<file path="config.mk">
export PLATFORM = sky130hd
export DESIGN_NAME = arb2x1_3s
export DESIGN_NICKNAME = d
export VERILOG_FILES = /design/src/rtl/arb2x1_3s.sv
export SDC_FILE = /design/constraint.sdc
export NUM_CORES = 1
export LEC_CHECK = 0
export ABC_AREA = 0
export BUFFER_PORTS_ARGS = -buffer_cell sky130_fd_sc_hd__buf_2
export CAP_MARGIN = 20
export CORE_AREA = 4 4 42 44
export CTS_BUF_LIST = sky130_fd_sc_hd__clkbuf_2
export CTS_CLUSTER_DIAMETER = 150
export DETAILED_ROUTE_END_ITERATION = 16
export DIE_AREA = 0 0 46 48
export PLACE_DENSITY = 0.59
export SYNTH_ARGS = -nofsm -noshare
export SYNTH_HDL_FRONTEND = slang
export SYNTH_SLANG_ARGS = --single-unit
</file>
<file path="constraint.sdc">
create_clock -name clk -period 6.45 [get_ports clk]
set_input_delay 0.3225 -clock clk [delete_from_list [all_inputs] [get_ports clk]]
set_output_delay 0.3225 -clock clk [all_outputs]
set_load 0.05 [all_outputs]
</file>
<file path="src/rtl/arb2x1_3s.sv">
// Two-requester round-robin arbiter driving select/enable of the shared mux2x1_3s bus.
// Optional one-cycle bus turnaround on handover: define ARB2X1_TURNAROUND_EN.
module arb2x1_3s #(
    parameter int unsigned MAXBURST = 4,
    parameter int unsigned CW       = 3
) (
    input  logic clk,
    input  logic rst,
    input  logic req0,
    input  logic req1,
    output logic gnt0,
    output logic gnt1,
    output logic sel,
    output logic oe,
    output logic busy
);

    localparam logic [CW-1:0] CNT_MAX = CW'(MAXBURST - 1);

    typedef enum logic [1:0] {
        IDLE = 2'd0,
        G0   = 2'd1,
        G1   = 2'd2,
        TA   = 2'd3
    } state_t;

    // Target state for a direct handover toward each requester.
`ifdef ARB2X1_TURNAROUND_EN
    localparam state_t TO_G0 = TA;
    localparam state_t TO_G1 = TA;
`else
    localparam state_t TO_G0 = G0;
    localparam state_t TO_G1 = G1;
`endif

    state_t        state, state_nx, idle_pick;
    logic [CW-1:0] cnt, cnt_nx;
    logic          last, last_nx;
    logic          sel_nx;
    logic          gnt0_nx, gnt1_nx, oe_nx, busy_nx;

    always_ff @(posedge clk) begin
        if (rst) begin
            state <= IDLE;
            cnt   <= '0;
            last  <= 1'b1;
            gnt0  <= 1'b0;
            gnt1  <= 1'b0;
            sel   <= 1'b0;
            oe    <= 1'b0;
            busy  <= 1'b0;
        end else begin
            state <= state_nx;
            cnt   <= cnt_nx;
            last  <= last_nx;
            gnt0  <= gnt0_nx;
            gnt1  <= gnt1_nx;
            sel   <= sel_nx;
            oe    <= oe_nx;
            busy  <= busy_nx;
        end
    end

    always_comb begin
        state_nx = state;
        cnt_nx   = cnt;
        last_nx  = last;
        sel_nx   = sel;

        // Arbitration from a free bus; a tie goes to whoever was not served last.
        if (req0 && req1) begin
            idle_pick = last ? G0 : G1;
        end else if (req0) begin
            idle_pick = G0;
        end else if (req1) begin
            idle_pick = G1;
        end else begin
            idle_pick = IDLE;
        end

        case (state)
            IDLE: state_nx = idle_pick;
            G0: begin
                if (!req0) begin
                    state_nx = req1 ? TO_G1 : IDLE;
                end else if (req1 && (cnt == CNT_MAX)) begin
                    state_nx = TO_G1;
                end else if (cnt != CNT_MAX) begin
                    cnt_nx = cnt + CW'(1);
                end
            end
            G1: begin
                if (!req1) begin
                    state_nx = req0 ? TO_G0 : IDLE;
                end else if (req0 && (cnt == CNT_MAX)) begin
                    state_nx = TO_G0;
                end else if (cnt != CNT_MAX) begin
                    cnt_nx = cnt + CW'(1);
                end
            end
            default: state_nx = idle_pick;
        endcase

        // Entry into a grant state restarts the burst and records the owner.
        if ((state_nx == G0) && (state != G0)) begin
            cnt_nx  = '0;
            last_nx = 1'b0;
        end
        if ((state_nx == G1) && (state != G1)) begin
            cnt_nx  = '0;
            last_nx = 1'b1;
        end

        case (state_nx)
            G0:      sel_nx = 1'b0;
            G1:      sel_nx = 1'b1;
            TA:      sel_nx = (state == G0);
            default: sel_nx = sel;
        endcase

        gnt0_nx = (state_nx == G0);
        gnt1_nx = (state_nx == G1);
        oe_nx   = gnt0_nx | gnt1_nx;
        busy_nx = gnt0_nx | gnt1_nx | (state_nx == TA);
    end

    a_gnt_onehot: assert property (@(posedge clk) !(gnt0 && gnt1));
    a_oe_matches: assert property (@(posedge clk) oe == (gnt0 | gnt1));

endmodule

</file>
==> results of run 1 <==
## cell usage in the layout (no fill, tap or decap), drive strengths merged, types with 2 or more instances in the layout
cell    Yosys  final
inv         7      7
dfxtp      11     11
clkbuf      0      4
ha          8      8
nand2b      2      2
o21ai       2      2
nand2       8      8
nor2        5      5
mux2i       2      2
a21oi       3      3
a211oi      2      2
nor2b       5      5
buf         0      8
## cells by family after synthesis
group / after synthesis
compound gates: 14
buf+inv: 7
simple gates: 22
xor+xnor: 1
fa+ha+maj: 8
mux: 2
flops: 11
## flip-flops by register name, summed over array words and instances, names as in the netlist
name,flops
oe,1
last,1
busy,1
gnt1,1
sel,1
gnt0,1
cnt,3
state,2
## critical path: stages, from the launching register on
cell and delay [ns]:
dfxtp_1 0.34, ha_1 0.19, ha_1 0.23, nand2_1 0.08, a31oi_1 0.09, o41ai_2 0.49, inv_1 0.13, ha_1 0.23
a21oi_1 0.19, nand2_1 0.12, a211oi_1 0.17
## where the power goes
group,total [mW],internal (mW),switching (mW)
Combinational,0.144,0.0514,0.0922
Clock,0.0383,0.0165,0.0218
Sequential,0.0968,0.0873,0.00951
## layer usage
| metal | part of all wire [%] | wire length (um) |
|---|---|---|
| met5 | 0 | 0 |
| met4 | 3.9 | 38 |
| met3 | 7.2 | 71 |
| met2 | 42 | 414 |
| met1 | 47 | 462 |
## metrics by stage
step / util (%) / total power, mW / setup slack [ns] / instances / area, sq um
floorplan: - / 0.214 / 4.36 / 65 / 586
global placement: 44.9 / 0.243 / 4.16 / 89 / 646
detailed placement: 44.9 / 0.243 / 4.07 / 89 / 646
CTS: 46.3 / 0.283 / 4.07 / 93 / 666
global route: 46.3 / 0.302 / 3.86 / 93 / 666
finish: 46.3 / 0.279 / 4.11 / 93 / 666
## worst min-delay path by stage
stage               startpoint  endpoint  slack [ns]  depth (start not counted)
detailed placement        last      last        0.45                          2
global placement          last      last        0.46                          2
floorplan                  rst      gnt0        0.39                          1
finish                     rst      gnt0        0.32                          2
global route               rst      gnt0        0.32                          2
CTS                        rst      gnt1        0.31                          2
## layout make-up
cell class,count,area [sq um],area share [%]
clock buffer,4,20.0,3.01
inverter,7,26.3,3.95
multi-input combinational,47,339,50.9
sequential,11,220,33.1
tap,16,20.0,3.01
timing repair buffer,8,40.0,6.02
==> metrics.cfg, run 1 <==
[synth]
yosys.area_share.simple_pct=17.7
syn_nets=77
synthDistinctLibCells=22
synth_top_family_by_area=compound AO/OA/AOI/OAI gates
ys_ff_latch=11
synth_common_cells=11 x dfxtp_1, 8 x ha_1, 8 x nand2_1
synth-compound-area-share_pct=18.2
synth_edf_count=0
syn_inst=65
yosysTopAreaCell=dfxtp_1
yosysTopAreaCellShare_pct=37.6
syn-cell-area_sq_um=586
synth.avg_cell_area_sq_um=9.01
ys_async_sr_fraction_pct=0
synth_ff_type=dfxtp_1
yosysMostFrequentCell=dfxtp_1
synthMuxAreaShare_pct=3.42
yosys-top-cells-area=dfxtp_1 38%, ha_1 17%, nor2b_1 5.3%
ys_seq_area_share_pct=37.6
ys.warnings.count=0
yosys.area_share.xor_xnor_pct=1.50
synth_adder_area_share_pct=17.1

[placement]
port_buffers=8
gp_congestion=0.806
dpl.hpwl_um=768

[global_route]
grt_pass1_wl_um=1660
grt_max_degree=9
overflow=0
use_met2_pct=16.5
top_usage_layer=met2
grt_util_met3_pct=2.63
antenna_found_initial=0
grt_pass1_vias=418
track_usage_pct=11.0
gr-usage-met1_pct=12.9

[power_and_ir_drop]
power_density_nw_per_um2=419
vdd_drop_max_uv=184
leakage_nw=0.308

[die]
start_util_pct=40.8
dieArea_sq_um=2210
core_area_sq_um=1440
num_rows=14
io_pins=9
die_w_um=46
chipHeight_um=48

[finish]
fillers=156
area_growth_pct=13.7
drive_above_1_share_pct=18.2
diodes=0
finalNetCount=90

[timing]
fin_crit_sh_pct=36.3
tns_ns=0
grt_setup_unrepaired=no
setup_violations=0
fin_skew_ns=0.00302
tightest_slew_ns=0.434
relSlewSlack_pct=70.8
slew_viol_final=0
hold_ws_ns=0.324
fin_crit_ns=2.34
hold_viol=0
max_freq_ghz=0.427

[critical_path]
r2r-start=cnt[0]
worstPathRequired_ns=6.62
timing.rr.end=cnt[2]
criticalPathCategory=flip-flop to flip-flop
start_kind=flip-flop
rr_worst_depth=10
worstPathMaxFanout=5
worstSetupEndpointType=flip-flop
cp.arrival_ns=2.52
cp-startpoint=cnt[0]
endpoint=cnt[2]
rrSetupSlack_ns=4.11

[cts]
clk_pin_slew_worst_paths_ns=0.10
hold_buffers=0
clockBufferDepth=2
tritoncts=built
htreeDepth=1
cts_root_buffer=clkbuf_2
cts_resized=0
cts-buffers-inserted=3
clock_sinks=11
clkLatencyLatePin_ns=0.25
cts_setup_buffers=0

[route]
drc=0
routed_wl_um=987
vias=476
drt_pass1_iterations=4
drt_iter0_drc=9
drtAntennaViolNets=0
wl_per_cell_um=10.6
routed_via_density=5.12

[run]
drv_cap=0

[run_status]
outcome=finished, final reports clean

[min_path]
hold_class=input pin to flip-flop

Power figures use the tool's default switching activity.
==> run 2: changes to the inputs <==
Settings changed: PLACE_DENSITY 0.59 to 0.61.
Clock period 6.45 ns to 1.9 ns, I/O delays scaled along.
==> run 2 against run 1 <==
Compared with the run above:
- maximum frequency increased by 26%
- flip-flop and latch count unchanged
- clock power increased to 3.4 times the previous value
- largest cell class unchanged
- wire length increased by 22%
- highest routed layer unchanged
- die area unchanged
- hold slack got worse by 0.18 ns
- combinational power increased to 5.3 times the previous value
- non-clock buffer count increased by 11
- final cell count increased by 12%
- critical path depth unchanged
- register-to-register slack got worse by 4.1 ns
- setup slack got worse by 4.1 ns
==> metrics.cfg, run 2 (same netlist as run 1, synthesis figures left out) <==
[critical_path]
worstSetupEndpointType=flip-flop
max_stage_delay_ns=0.37
criticalPathCategory=flip-flop to flip-flop
cp_top_family=compound AO/OA/AOI/OAI gates
crit_chain=ha_4 > ha_4 > buf_6 > nand2_1 > a41o_1 > o21a_2 > ha_4 > a21oi_4 > nand2_2 > a211oi_2
critPathSlowestCell=dfxtp_2
cpMostUsedCell=ha_4
worstPathMaxFanout=3
cp_num_buf_inv=1
worstPathRequired_ns=2.07
cp.arrival_ns=2.04
start_kind=flip-flop

[finish]
top_regs=cnt (3), state (2)
area_growth_pct=51.9
largest_register=cnt
diodes=0
final_common_cell=buf_4
largest_register_ff_count=3
final_cell_mix=10 x buf_4, 9 x dfxtp_1, 8 x buf_2
multi_input_comb_area_sq_um=472
final_cell_area_sq_um=890
seq_area_sq_um=223
fillers=137
drive_above_1_share_pct=52.3
finalNetCount=101

[min_path]
hold_class=input pin to flip-flop

[cts]
clkLatencyLatePin_ns=0.24
hold_buffers=0
clk_pin_slew_worst_paths_ns=0.10
htreeDepth=1
cts_root_buffer=clkbuf_2
tritoncts=built
clockBufferDepth=2
clock_sinks=11
cts-buffers-inserted=3

[timing]
max_freq_ghz=0.537
grt_setup_unrepaired=yes
hold_ws_ns=0.147
tightest_slew_ns=0.403
relSlewSlack_pct=73.1
setup_violations=0
timing.final.ws_setup_ns=0.0390
slew_viol_final=0
tns_ns=0
fin_crit_sh_pct=97.9
hold_viol=0
fin_skew_ns=0.000338
fin_crit_ns=1.86

[global_route]
track_usage_pct=12.4
grt_max_degree=9
antenna_found_initial=0
overflow=0
grt_pass1_wl_um=1970
grt_pass1_vias=478

[die]
die_w_um=46
dieArea_sq_um=2210
start_util_pct=40.8
num_rows=14
core_area_sq_um=1440
chipHeight_um=48
io_pins=9

[placement]
gp_congestion=0.813
place_area_sq_um=782
port_buffers=8
dpl_worst_slack_ns=-0.0850
dpl.hpwl_um=871

[route]
drc=0
wl_per_cell_um=11.6
routed_via_density=4.97
drt_pass1_iterations=2
drtAntennaViolNets=0
vias=517
routed_wl_um=1200
drt_iter0_drc=2

[power_and_ir_drop]
leakage_nw=0.381
vdd_drop_max_uv=852
power_density_nw_per_um2=1380

[run_status]
outcome=finished, final reports clean

[run]
drv_cap=0

run 2: cell types whose count changed in the layout (fill, tap and decap cells not counted), sizes merged:
cell	previous run	this run
buf	8	19
run 2: worst paths after layout:
kind         slack (ns)  cells past startpoint   start       end
min reg2reg        0.47                      2    last      last
max reg2reg        0.04                     10  cnt[0]    cnt[2]
min                0.15                      2     rst  state[1]
max                0.04                     10  cnt[0]    cnt[2]
run 2: metrics by stage:
step	total power, mW	util (%)	std cells
4_1_cts	1.13	57.4	104
3_5_place_dp	0.960	54.4	98
5_1_grt	1.32	61.9	104
3_3_place_gp	0.954	54.4	98
2_1_floorplan	0.787	-	65
6_report	1.22	61.9	104
run 2: where the power goes:
| part | switching, mW | internal, mW |
|---|---|---|
| combinational | 0.424 | 0.337 |
| sequential | 0.0350 | 0.298 |
| clock | 0.0726 | 0.0559 |
| total | 0.532 | 0.691 |
run 2: final cells by class:
cell class              instances  area share, %
clock buffers                   4           2.25
well taps                      16           2.25
repair buffers                 19           14.2
multi-input cells              47           53.0
flip-flops and latches         11           25.0
inverters                       7           3.23
run 2: timing repair:
item                       CTS  global route
setup endpoints to repair    3             6
pin swaps                    9             7
buffers inserted             2             0
cloned                       0             0
resized for setup            2            15
run 2: worst register-to-register path, cell delays in order (launching register included):
cell and delay [ns]:
dfxtp_2 0.37, ha_4 0.14, ha_4 0.13, buf_6 0.09, nand2_1 0.04, a41o_1 0.22
o21a_2 0.26, ha_4 0.19, a21oi_4 0.13, nand2_2 0.09, a211oi_2 0.13
run 2: per-layer routing:
metal	GRT usage, %	up-vias	share of wire [%]
met2	20.3	6	52
met1	15.4	241	44
met3	3.38	2	2.7
met4	5.11	0	0.50
li1	-	268	-
met5	0	-	0
==> run 3: changes to the inputs <==
Settings changed: RECOVER_POWER set to 25.
==> run 3 against run 2 <==
Compared with the run above:
- clock-buffer cell count unchanged
- first-iteration DRC count unchanged
- wire length increased by 0.17%
- largest power group unchanged
- register-to-register slack about the same
- critical path depth unchanged
- global-route usage unchanged
==> metrics.cfg, run 3 (same netlist as run 1, synthesis figures left out) <==
[critical_path]
rrSetupSlack_ns=0.04
worstPathMaxFanout=3
worstSetupEndpointType=flip-flop
max_stage_delay_ns=0.37
criticalPathCategory=flip-flop to flip-flop
critPathSlowestCell=dfxtp_2
timing.rr.end=cnt[2]
cpMostUsedCell=ha_4
rr_worst_depth=10
crit_chain=ha_4 > ha_4 > buf_6 > nand2_1 > a41o_1 > o21a_2 > ha_4 > a21oi_4 > nand2_2 > a211oi_2
r2r-start=cnt[0]
cp.arrival_ns=2.04
start_kind=flip-flop
cp_num_buf_inv=1
worstPathRequired_ns=2.07
cp_top_family=compound AO/OA/AOI/OAI gates

[min_path]
hold-path-endpoint=state[1]
hp-start=rst
min_path_cells=2
hold_class=input pin to flip-flop

[placement]
dp_cells=98
dpl.hpwl_um=871
gp_congestion=0.813
dpl_worst_slack_ns=-0.0850
port_buffers=8

[timing]
tightest_slew_ns=0.597
relSlewSlack_pct=60.3
grt_setup_unrepaired=yes
tns_ns=0
max_freq_ghz=0.537
fin_crit_sh_pct=97.9
setup_violations=0
hold_viol=0
fin_crit_ns=1.86
timing.final.ws_setup_ns=0.0390
slew_viol_final=0
fin_skew_ns=0.000338

[run]
drv_cap=0

[cts]
cts-buffers-inserted=3
clk_pin_slew_worst_paths_ns=0.10
tritoncts=built
htreeDepth=1
clkLatencyLatePin_ns=0.24
clockBufferDepth=2
cts_root_buffer=clkbuf_2
clock_sinks=11

[die]
core_area_sq_um=1440
start_util_pct=40.8
io_pins=9
dieArea_sq_um=2210
die_w_um=46
chipHeight_um=48
num_rows=14

[run_status]
outcome=finished, final reports clean

[finish]
fillers=137
multi_input_comb_area_sq_um=472
finalNetCount=101
seq_area_sq_um=223
largest_register_ff_count=3
drive_above_1_share_pct=50.0
final_cells=104
diodes=0
largest_register=cnt
top_regs=cnt (3), state (2)
final_common_cell=buf_4
area_growth_pct=51.5
final_cell_mix=10 x buf_4, 9 x dfxtp_1, 7 x nand2_1

[route]
drt_iter0_drc=2
wl_per_cell_um=11.6
drtAntennaViolNets=0
routed_wl_um=1210
drt_pass1_iterations=2
routed_via_density=4.97
drc=0
vias=517

[global_route]
grt_max_degree=9
track_usage_pct=12.4
overflow=0
antenna_found_initial=0
grt_pass1_vias=478
grt_pass1_wl_um=1970

[power_and_ir_drop]
leakage_nw=0.373
vdd_drop_max_uv=844
power_density_nw_per_um2=1380

run 3: cell count changes in the layout (fill, tap and decap cells not counted):
cell	before	now
buf_2	8	6
clkbuf_1	0	2
run 3: per-stage QoR:
stage	cell area [sq um]	power (mW)	utilization, %	hold WS (ns)
floorplan	654	0.787	-	0.167
global placement	782	0.954	54.4	0.381
detailed placement	782	0.960	54.4	0.378
CTS	825	1.13	57.4	0.100
global route	887	1.32	61.8	0.140
finish	887	1.22	61.8	0.147
run 3: worst max path at each step:
stage                 from      to  slack [ns]  cells after the start
floorplan           cnt[1]  cnt[2]       -0.02                     10
global placement    cnt[1]  cnt[2]       -0.02                     10
detailed placement  cnt[1]  cnt[2]       -0.09                     10
CTS                 cnt[0]  cnt[2]       -0.05                     10
global route        cnt[0]  cnt[2]       -0.11                     10
finish              cnt[0]  cnt[2]        0.04                     10
run 3: per-layer routing:
metal | wire (um) | vias to the layer above | track usage, %
met5 | 0 | - | 0
met4 | 6 | 0 | 5.11
met2 | 628 | 6 | 20.3
met1 | 536 | 241 | 15.4
li1 | - | 268 | -
met3 | 33 | 2 | 3.38
run 3: cell type report:
type                       instances  share of cell area [%]
multi-input combinational         47                    53.2
sequential                        11                    25.1
timing repair buffer              19                    14.0
inverter                           7                    3.24
clock buffer                       4                    2.26
tap                               16                    2.26
run 3: report_power, final:
part	total (mW)	switching, mW	internal [mW]
logic	0.758	0.425	0.334
clock network	0.129	0.0726	0.0559
registers	0.334	0.0354	0.298
total	1.22	0.533	0.688
run 3: timing repair:
item	CTS	global route
hold buffers	0	0
buffers inserted	2	0
gates resized for setup	2	15
pin swaps	9	7
setup endpoints to repair	3	6
